File: config.mk
export PLATFORM = sky130hd
export DESIGN_NAME = acc_shift_exec
export DESIGN_NICKNAME = d
export VERILOG_FILES = /design/src/rtl/edsac_acc_pkg.sv /design/src/rtl/acc_phase_ctr.sv /design/src/rtl/acc_shift_exec.sv
export SDC_FILE = /design/constraint.sdc
export NUM_CORES = 1
export LEC_CHECK = 0
export ABC_AREA = 1
export BUFFER_PORTS_ARGS = -buffer_cell sky130_fd_sc_hd__buf_2
export CORE_UTILIZATION = 55
export DETAILED_ROUTE_END_ITERATION = 16
export PLACE_DENSITY = 0.69
export SYNTH_ARGS = -nofsm -noshare
export SYNTH_HDL_FRONTEND = slang
export SYNTH_HIERARCHICAL = 1
export SYNTH_SLANG_ARGS = --single-unit
File: constraint.sdc
create_clock -name clk -period 3.3 [get_ports clk]
set_input_delay 0.825 -clock clk [delete_from_list [all_inputs] [get_ports clk]]
set_output_delay 0.825 -clock clk [all_outputs]
set_load 0.05 [all_outputs]
File: src/rtl/edsac_acc_pkg.sv
// ----------------------------------------------------------------------------
// edsac_acc_pkg
// Shared definitions for the serial accumulator shift executor:
//   - default accumulator width (digits per minor cycle) and shift-count width
//   - phase counter width helper and its default value
//   - controller state encoding and the decoded word-boundary command
// ----------------------------------------------------------------------------
package edsac_acc_pkg;

    localparam int ACC_W_DEF = 71;
    localparam int CNT_W_DEF = 7;

    // A phase counter needs at least one bit, even for a degenerate 1-digit word.
    function automatic int phase_w(input int n);
        return (n > 1) ? $clog2(n) : 1;
    endfunction

    localparam int PHASE_W_DEF = phase_w(ACC_W_DEF);

    typedef enum logic [1:0] {
        IDLE  = 2'd0,
        SHIFT = 2'd1,
        LOAD  = 2'd2,
        DONE  = 2'd3
    } acc_state_e;

    // Command decoded at the word boundary after priority resolution.
    typedef enum logic [2:0] {
        CMD_NONE   = 3'd0,
        CMD_CLEAR  = 3'd1,
        CMD_LOAD   = 3'd2,
        CMD_LSHIFT = 3'd3,
        CMD_RSHIFT = 3'd4,
        CMD_HOLD   = 3'd5   // x1 and x2 together: no shift, no count
    } acc_cmd_e;

endpackage

File: src/rtl/acc_phase_ctr.sv
// ----------------------------------------------------------------------------
// acc_phase_ctr
// Digit-phase counter for the serial accumulator. Counts 0..ACC_W-1 and wraps,
// so one full count is one minor cycle.
// Ports:
//   clk, rst_n  : clock, asynchronous active-low reset
//   phase       : current digit position (0 = LSB)
//   d0          : high while phase == 0
//   last        : high while phase == ACC_W-1 (word boundary on the next edge)
// ----------------------------------------------------------------------------
module acc_phase_ctr
    import edsac_acc_pkg::*;
#(
    parameter int ACC_W   = ACC_W_DEF,
    parameter int PHASE_W = phase_w(ACC_W)
) (
    input  logic               clk,
    input  logic               rst_n,
    output logic [PHASE_W-1:0] phase,
    output logic               d0,
    output logic               last
);

    localparam logic [PHASE_W-1:0] LAST_PHASE = PHASE_W'(ACC_W - 1);

    logic [PHASE_W-1:0] phase_q;
    logic [PHASE_W-1:0] phase_d;

    always_comb begin
        phase_d = (phase_q == LAST_PHASE) ? '0 : phase_q + PHASE_W'(1);
    end

    // NOTE: sequential state uses non-blocking assignments so every flop
    // samples pre-edge values regardless of block ordering.
    always_ff @(posedge clk or negedge rst_n) begin
        if (!rst_n) begin
            phase_q <= '0;
        end else begin
            phase_q <= phase_d;
        end
    end

    assign phase = phase_q;
    assign d0    = (phase_q == '0);
    assign last  = (phase_q == LAST_PHASE);

endmodule

File: src/rtl/acc_shift_exec.sv
// ----------------------------------------------------------------------------
// acc_shift_exec
// Serial accumulator with word-boundary shift/clear/load orders. The tank is
// held in parallel and presented one digit per clock, LSB first, on acc.
// Commands are sampled only on the last digit of a word and take effect at
// that edge; mob8 aborts an active order at any clock and produces done.
//
// Optional feature: define ACC_SHIFT_OVF_DETECT_EN to enable the sticky
// left-shift overflow flag; otherwise ovf is tied low.
//
// Ports:
//   clk, rst_n      : clock, asynchronous active-low reset
//   x1 / x2         : left / right shift enable
//   x3              : clear accumulator and shift count
//   x4              : serial load of the next word from sin
//   mob8            : end-of-order strobe
//   sin             : serial load data, LSB first, aligned to d0
//   acc             : serial accumulator stream, LSB first
//   sign            : accumulator MSB
//   d0              : high on the clock carrying digit 0
//   busy            : order in progress (SHIFT or LOAD)
//   done            : one-clock completion pulse
//   shift_cnt       : shifts applied in the current/last order (saturating)
//   ovf             : sticky left-shift overflow
// ----------------------------------------------------------------------------
module acc_shift_exec
    import edsac_acc_pkg::*;
#(
    parameter int ACC_W = ACC_W_DEF,
    parameter int CNT_W = CNT_W_DEF
) (
    input  logic             clk,
    input  logic             rst_n,
    input  logic             x1,
    input  logic             x2,
    input  logic             x3,
    input  logic             x4,
    input  logic             mob8,
    input  logic             sin,
    output logic             acc,
    output logic             sign,
    output logic             d0,
    output logic             busy,
    output logic             done,
    output logic [CNT_W-1:0] shift_cnt,
    output logic             ovf
);

    localparam int PHASE_W = phase_w(ACC_W);

    logic [PHASE_W-1:0] phase;
    logic               last;

    acc_phase_ctr #(
        .ACC_W   (ACC_W),
        .PHASE_W (PHASE_W)
    ) u_phase_ctr (
        .clk   (clk),
        .rst_n (rst_n),
        .phase (phase),
        .d0    (d0),
        .last  (last)
    );

    logic [ACC_W-1:0] tank_q, tank_d;
    acc_state_e       state_q, state_d;
    logic [CNT_W-1:0] cnt_q, cnt_d;
    acc_cmd_e         cmd;

    // Boundary command decode: only IDLE and SHIFT accept new commands.
    always_comb begin
        cmd = CMD_NONE;
        if (last && (state_q == IDLE || state_q == SHIFT)) begin
            if (x3)           cmd = CMD_CLEAR;
            else if (x4)      cmd = CMD_LOAD;
            else if (x1 & x2) cmd = CMD_HOLD;
            else if (x1)      cmd = CMD_LSHIFT;
            else if (x2)      cmd = CMD_RSHIFT;
        end
    end

    // NOTE: every variable gets its default before the case so no path
    // leaves it unassigned, which would otherwise infer a latch.
    always_comb begin
        tank_d  = tank_q;
        state_d = state_q;
        cnt_d   = cnt_q;

        unique case (state_q)
            IDLE, SHIFT: begin
                unique case (cmd)
                    CMD_CLEAR: begin
                        tank_d  = '0;
                        cnt_d   = '0;
                        state_d = IDLE;
                    end
                    CMD_LOAD: begin
                        state_d = LOAD;
                    end
                    CMD_LSHIFT, CMD_RSHIFT: begin
                        tank_d = (cmd == CMD_LSHIFT)
                               ? {tank_q[ACC_W-2:0], 1'b0}
                               : {tank_q[ACC_W-1], tank_q[ACC_W-1:1]};
                        // A new order restarts the count at its first shift.
                        if (state_q == IDLE)
                            cnt_d = CNT_W'(1);
                        else if (!(&cnt_q))
                            cnt_d = cnt_q + CNT_W'(1);
                        state_d = SHIFT;
                    end
                    CMD_HOLD: begin
                        state_d = state_q;
                    end
                    default: begin
                        // Boundary with no shift request ends a shift order.
                        if (last) state_d = IDLE;
                    end
                endcase
            end
            LOAD: begin
                // Serial input replaces the recirculated digit.
                tank_d[phase] = sin;
                if (last) state_d = IDLE;
            end
            DONE: begin
                state_d = IDLE;
            end
            default: begin
                state_d = IDLE;
            end
        endcase

        // mob8 terminates an active order after this edge's action completes.
        if (mob8 && (state_q == SHIFT || state_q == LOAD))
            state_d = DONE;
    end

    // NOTE: the tank is a flop array with a true asynchronous reset (not a
    // RAM), so acc and sign read zero as soon as rst_n falls.
    always_ff @(posedge clk or negedge rst_n) begin
        if (!rst_n) begin
            tank_q  <= '0;
            state_q <= IDLE;
            cnt_q   <= '0;
        end else begin
            tank_q  <= tank_d;
            state_q <= state_d;
            cnt_q   <= cnt_d;
        end
    end

`ifdef ACC_SHIFT_OVF_DETECT_EN
    logic ovf_q, ovf_d;

    // Left shift overflows when the two top digits differ before the shift.
    always_comb begin
        ovf_d = ovf_q;
        if (cmd == CMD_LSHIFT && (tank_q[ACC_W-1] != tank_q[ACC_W-2]))
            ovf_d = 1'b1;
    end

    always_ff @(posedge clk or negedge rst_n) begin
        if (!rst_n) ovf_q <= 1'b0;
        else        ovf_q <= ovf_d;
    end

    assign ovf = ovf_q;
`else
    assign ovf = 1'b0;
`endif

    assign acc       = tank_q[phase];
    assign sign      = tank_q[ACC_W-1];
    assign busy      = (state_q == SHIFT) || (state_q == LOAD);
    assign done      = (state_q == DONE);
    assign shift_cnt = cnt_q;

endmodule
Yosys cells after proc, flatten, opt, wreduce, memory -nomap -nowiden --
Cells that the tools add are included.
Word-level totals: register bits 87, input bits 8, output and inout bits 13, logic and storage cells 60
Operators by class: add/sub/neg operators 2, order comparisons 2, equal/unequal tests 13, mux-type cells 22, bitwise logic cells 1, reduce and logical (&&, ||, !) cells 15
Operators with widths (number):
- case mux 71 bit (2 select lines) | 2
- bitwise mux 71 bit | 1
- 2-to-1 mux 71 bit | 1
- 2-to-1 mux 7 bit | 3
- 2-to-1 mux 3 bit | 6
- adder 7 x 1 -> 7 bit, second input constant | 2
- case mux 7 bit (2 select lines) | 1
- inequality test 3 bit, second input constant | 3
- < comparator 7 x 8 -> 1 bit, second input constant | 1
- case mux 2 bit (4 select lines) | 1
- binary-select mux 1 bit (select 7 bit) | 1
- demux 1 bit (select 7 bit) | 1
- equality test 7 bit, second input constant | 1
- greater-or-equal comparator 7 x 1 -> 1 bit, second input constant | 1
- logical NOT 7 bit | 1
- AND reduction 7 bit | 1
- equality test 3 x 2 -> 1 bit, second input constant | 2
- equality test 3 bit, second input constant | 2
- case mux 2 bit (3 select lines) | 1
- AND reduction 3 bit | 2
- equality test 2 bit, second input constant | 2
- 2-to-1 mux 2 bit | 2
- nonzero test 2 bit | 2
- OR reduction 2 bit | 2
- 9 further kinds | 13

Longest topological paths before layout --
depth in word-level cells 11, gate-level depth with buffers 17, depth with buffers taken out 15

By module --
Netlist, hierarchy kept.
Modules (own cells, without submodules):
- acc_shift_exec | times used 1, cells an instance 1178, area each 6661.4 um^2, sequential area each 2001.9 um^2
- acc_phase_ctr | times used 1, cells an instance 50, area each 387.9 um^2, sequential area each 175.2 um^2

Worst setup path before layout --
OpenSTA, ideal clock, no wires.
path kind register to output, start point register u_phase_ctr.phase_q[1] (netlist: u_phase_ctr/phase[1]), end point output port acc, data arrival time 1.828 ns, data required time 2.475 ns, setup slack 0.647 ns, cell stages (with the launch flop) 12, buffers on the path 2, path through dfrtp_1 inv_1 clkbuf_1 buf_1 nand2_1 nand2_1 nand2_1 nand2_1 nand2_1 nand2_1 o21ai_0 nand3_1
Between the ends: longest elaborated chain between the ends 2
Ends and longest elaborated chain:
- start: declaration | RTL line acc_phase_ctr.sv:26 | logic [PHASE_W-1:0] phase_q;
- start signal: assignment | RTL line acc_phase_ctr.sv:39 | phase_q <= phase_d;
- binary-select mux 1 bit (select 7 bit) | RTL line acc_shift_exec.sv:172 | assign acc = tank_q[phase];
- 2-to-1 mux 1 bit (not written as such) | RTL line acc_shift_exec.sv:172
- end: declaration | RTL line acc_shift_exec.sv:40 | output logic acc,
Every way passes these cells. The select of a mux whose other input is x is not followed.

Worst setup path after layout --
start point register u_phase_ctr.phase_q[0] (netlist: u_phase_ctr/phase[0]), end point output port acc
Same word-level chain as after synthesis.

==> flow_summary_export.csv <==
group,metric,value,unit
min_path,hp-class,"in2async",
logic_synthesis,yosys-mux-area-fraction,0,%
place,hpwlAfterDp,12.9,mm
layout,area_growth,7.37,%
layout,layout_common_cells,"nand2_1, nor2_1, o21ai_0",
worst_setup_path,arrival,2.24,ns
floorplan,die_h,115,µm
route,first_iter_violations,791,
worst_setup_path,critPathMaxFanout,12,
power,powerDensity,281,nW/µm²
power,leakage,4.47,nW
logic_synthesis,yosys.area_share.simple,42.9,%
floorplan,die_x,115,µm
logic_synthesis,netlist.area_leader.share,32.3,%
route,post_drt_wl_per_cell,14.5,µm
place,io_buffers,19,
route,vias,7459,
run,maxCapViolCount,0,
sta,finalSetupViolations,0,
logic_synthesis,synth_cells,1228,
worst_setup_path,endpoint_kind,"output port",
global_route,overflow,0,
worst_setup_path,slowest_stage,"dfrtp_2",
clocking,cts_made_buffers,9,
sta,setup_tns,0,ns
layout,n_antenna_cell,0,
logic_synthesis,synth-seq-cells,87,
clocking,cts_tree,"built",
worst_setup_path,path_class,"reg2out",
global_route,grt_antenna_before_repair,0,
global_route,grt_pass1_wl,33.3,mm
sta,relSlewSlack,39.8,%
layout,nFillCells,1265,
sta,skew,0.00760,ns
logic_synthesis,synth_top_family_by_area,"simple AND/OR/NAND/NOR gates",
clocking,cts_hold_buf,0,
route,viasPerCell,5.36,
layout,nets,1234,
worst_setup_path,worstSetupStartpointType,"flip-flop",
logic_synthesis,ys_types,35,
logic_synthesis,ys_warn_count,6,
floorplan,io_pins,21,
clocking,path_clk_slew,0.06,ns
worst_setup_path,required,2.47,ns
clocking,clockRootBuffer,"clkbuf_16",
route,drt-total-wl,20.2,mm
sta,hold-worst-slack,0.486,ns
worst_setup_path,crit_top_cell,"nand2_1",
place,place.gp.congestion,0.935,
clocking,clk_latency,0.35,ns
logic_synthesis,syn_area,7050,µm²
sta,finalMaxSlewViolations,0,
floorplan,initial_core_util,57.5,%
clocking,post_cts_buffers,0,
clocking,clock_sinks,87,
sta,finalHoldViolations,0,
floorplan,rows,40,
global_route,grt_pass1_vias,6523,
logic_synthesis,avgSynthCellArea,5.74,µm²
sta,period_share,93.0,%
sta,tightest_slew,0.900,ns
layout,layout_commonest_cell,"nand2_1",
logic_synthesis,synth_xor_area_share,0.373,%
global_route,grt_usage,32.2,%
logic_synthesis,synth_nets,1244,
logic_synthesis,synth_area_leader_cell,"nand2_1",
run_status,status,"finished clean",
layout,drive_gt1_share,6.13,%
clocking,clockBufferDepth,2,
floorplan,core_area,12300,µm²
logic_synthesis,synth_fa_ha_area_share,1.42,%
logic_synthesis,synth-compound-area-share,15.1,%
route,drc,0,
sta,fin_crit,3.07,ns
worst_setup_path,crit_path_max_incr_delay,0.42,ns
clocking,cts_resized,0,
power,peakVddDrop,305,µV
logic_synthesis,seq_area_frac_synth,30.9,%
route,drtPass1Iterations,5,
worst_setup_path,crit_chain,"inv_1 -> buf_4 -> nand2_1 -> nand2_1 -> nand2_1 -> nand2_1 -> nand2_1 -> nand2_1 -> nand2_1 -> nand2_1 -> o21ai_0 -> nand3_1 -> buf_2",
sta,rsz0062_at_grt,"no",
global_route,grt_max_degree,86,
clocking,htree_levels,3,
floorplan,die_area,13300,µm²
logic_synthesis,synth_area_leaders,"nand2_1, dfrtp_1, o21ai_0, nor2_1, a21oi_1",
route,ant_nets,0,
sta,timing.fmax,326,MHz
-- sequential cells by signal, summed over array words and instances (netlist names) --
name,cells
shift_cnt,7
state_q,2
u_phase_ctr/phase,7
tank_q,71
-- worst max-delay path, delay by kind of cell, from the launching register on --
family / cells / cell delay (ns)
flip-flops: 1 / 0.42
AO/OA/AOI/OAI: 1 / 0.08
buffers and inverters: 3 / 0.75
AND/OR/NAND/NOR: 9 / 0.65
-- Yosys cell counts, drive strengths merged --
library cell	instances
buf	39
nand4	3
dfrtp	87
clkinv	1
o2111ai	1
nor3b	1
or2	1
nor3	5
xor2	2
o211ai	2
nor2	125
a31oi	1
nand3b	3
clkbuf	27
o22ai	2
nand2	609
ha	8
inv	78
o21ai	143
a21oi	61
conb	1
xnor2	1
nand3	27
-- layout make-up --
type	count	area, µm²	area share [%]
tap	168	210	2.78
timing repair buffer	45	368	4.86
clock buffer	13	240	3.17
sequential	87	2180	28.8
inverter	79	297	3.92
clock inverter	3	43.8	0.579
multi-input combinational	996	4230	55.9
-- metrics by stage --
stage / power [mW] / worst slack (ns) / utilization [%] / cell area (µm²) / std cells
floorplan: 1.09 / 0.647 / - / 7050 / 1228
global placement: 1.13 / 0.644 / 59.4 / 7280 / 1375
detailed placement: 1.13 / 0.634 / 59.4 / 7280 / 1375
CTS: 2.15 / 0.241 / 61.7 / 7570 / 1391
global route: 2.19 / 0.0813 / 61.7 / 7570 / 1391
finish: 2.13 / 0.231 / 61.7 / 7570 / 1391
-- cell families after synthesis --
logic type,Yosys count
compound gates,210
flops,87
xor+xnor,3
buf+inv,145
fa+ha+maj,8
simple gates,774
other cells,1
-- routing by layer --
metal / track usage [%] / routed length [µm]
met3: 5.59 / 1310
met5: 0 / 0
met2: 51.1 / 8850
met1: 44.5 / 9580
met4: 10.6 / 468
-- where the power goes --
part / switching [mW] / internal, mW
Clock: 0.435 / 0.589
Combinational: 0.0301 / 0.00722
Sequential: 0 / 1.07
-- path summary, 6_finish.rpt --
check,to,from,slack [ns],cells after the start
max in group asynchronous,tank_q[44],rst_n,2.15,2
min,tank_q[58],rst_n,0.49,1
min reg2reg,tank_q[48],tank_q[48],0.49,2
max reg2reg,tank_q[42],u_phase_ctr/phase[2],0.60,14
max,acc,u_phase_ctr/phase[0],0.23,13
min in group clk,tank_q[48],tank_q[48],0.49,2
Power figures use the tool's default switching activity.
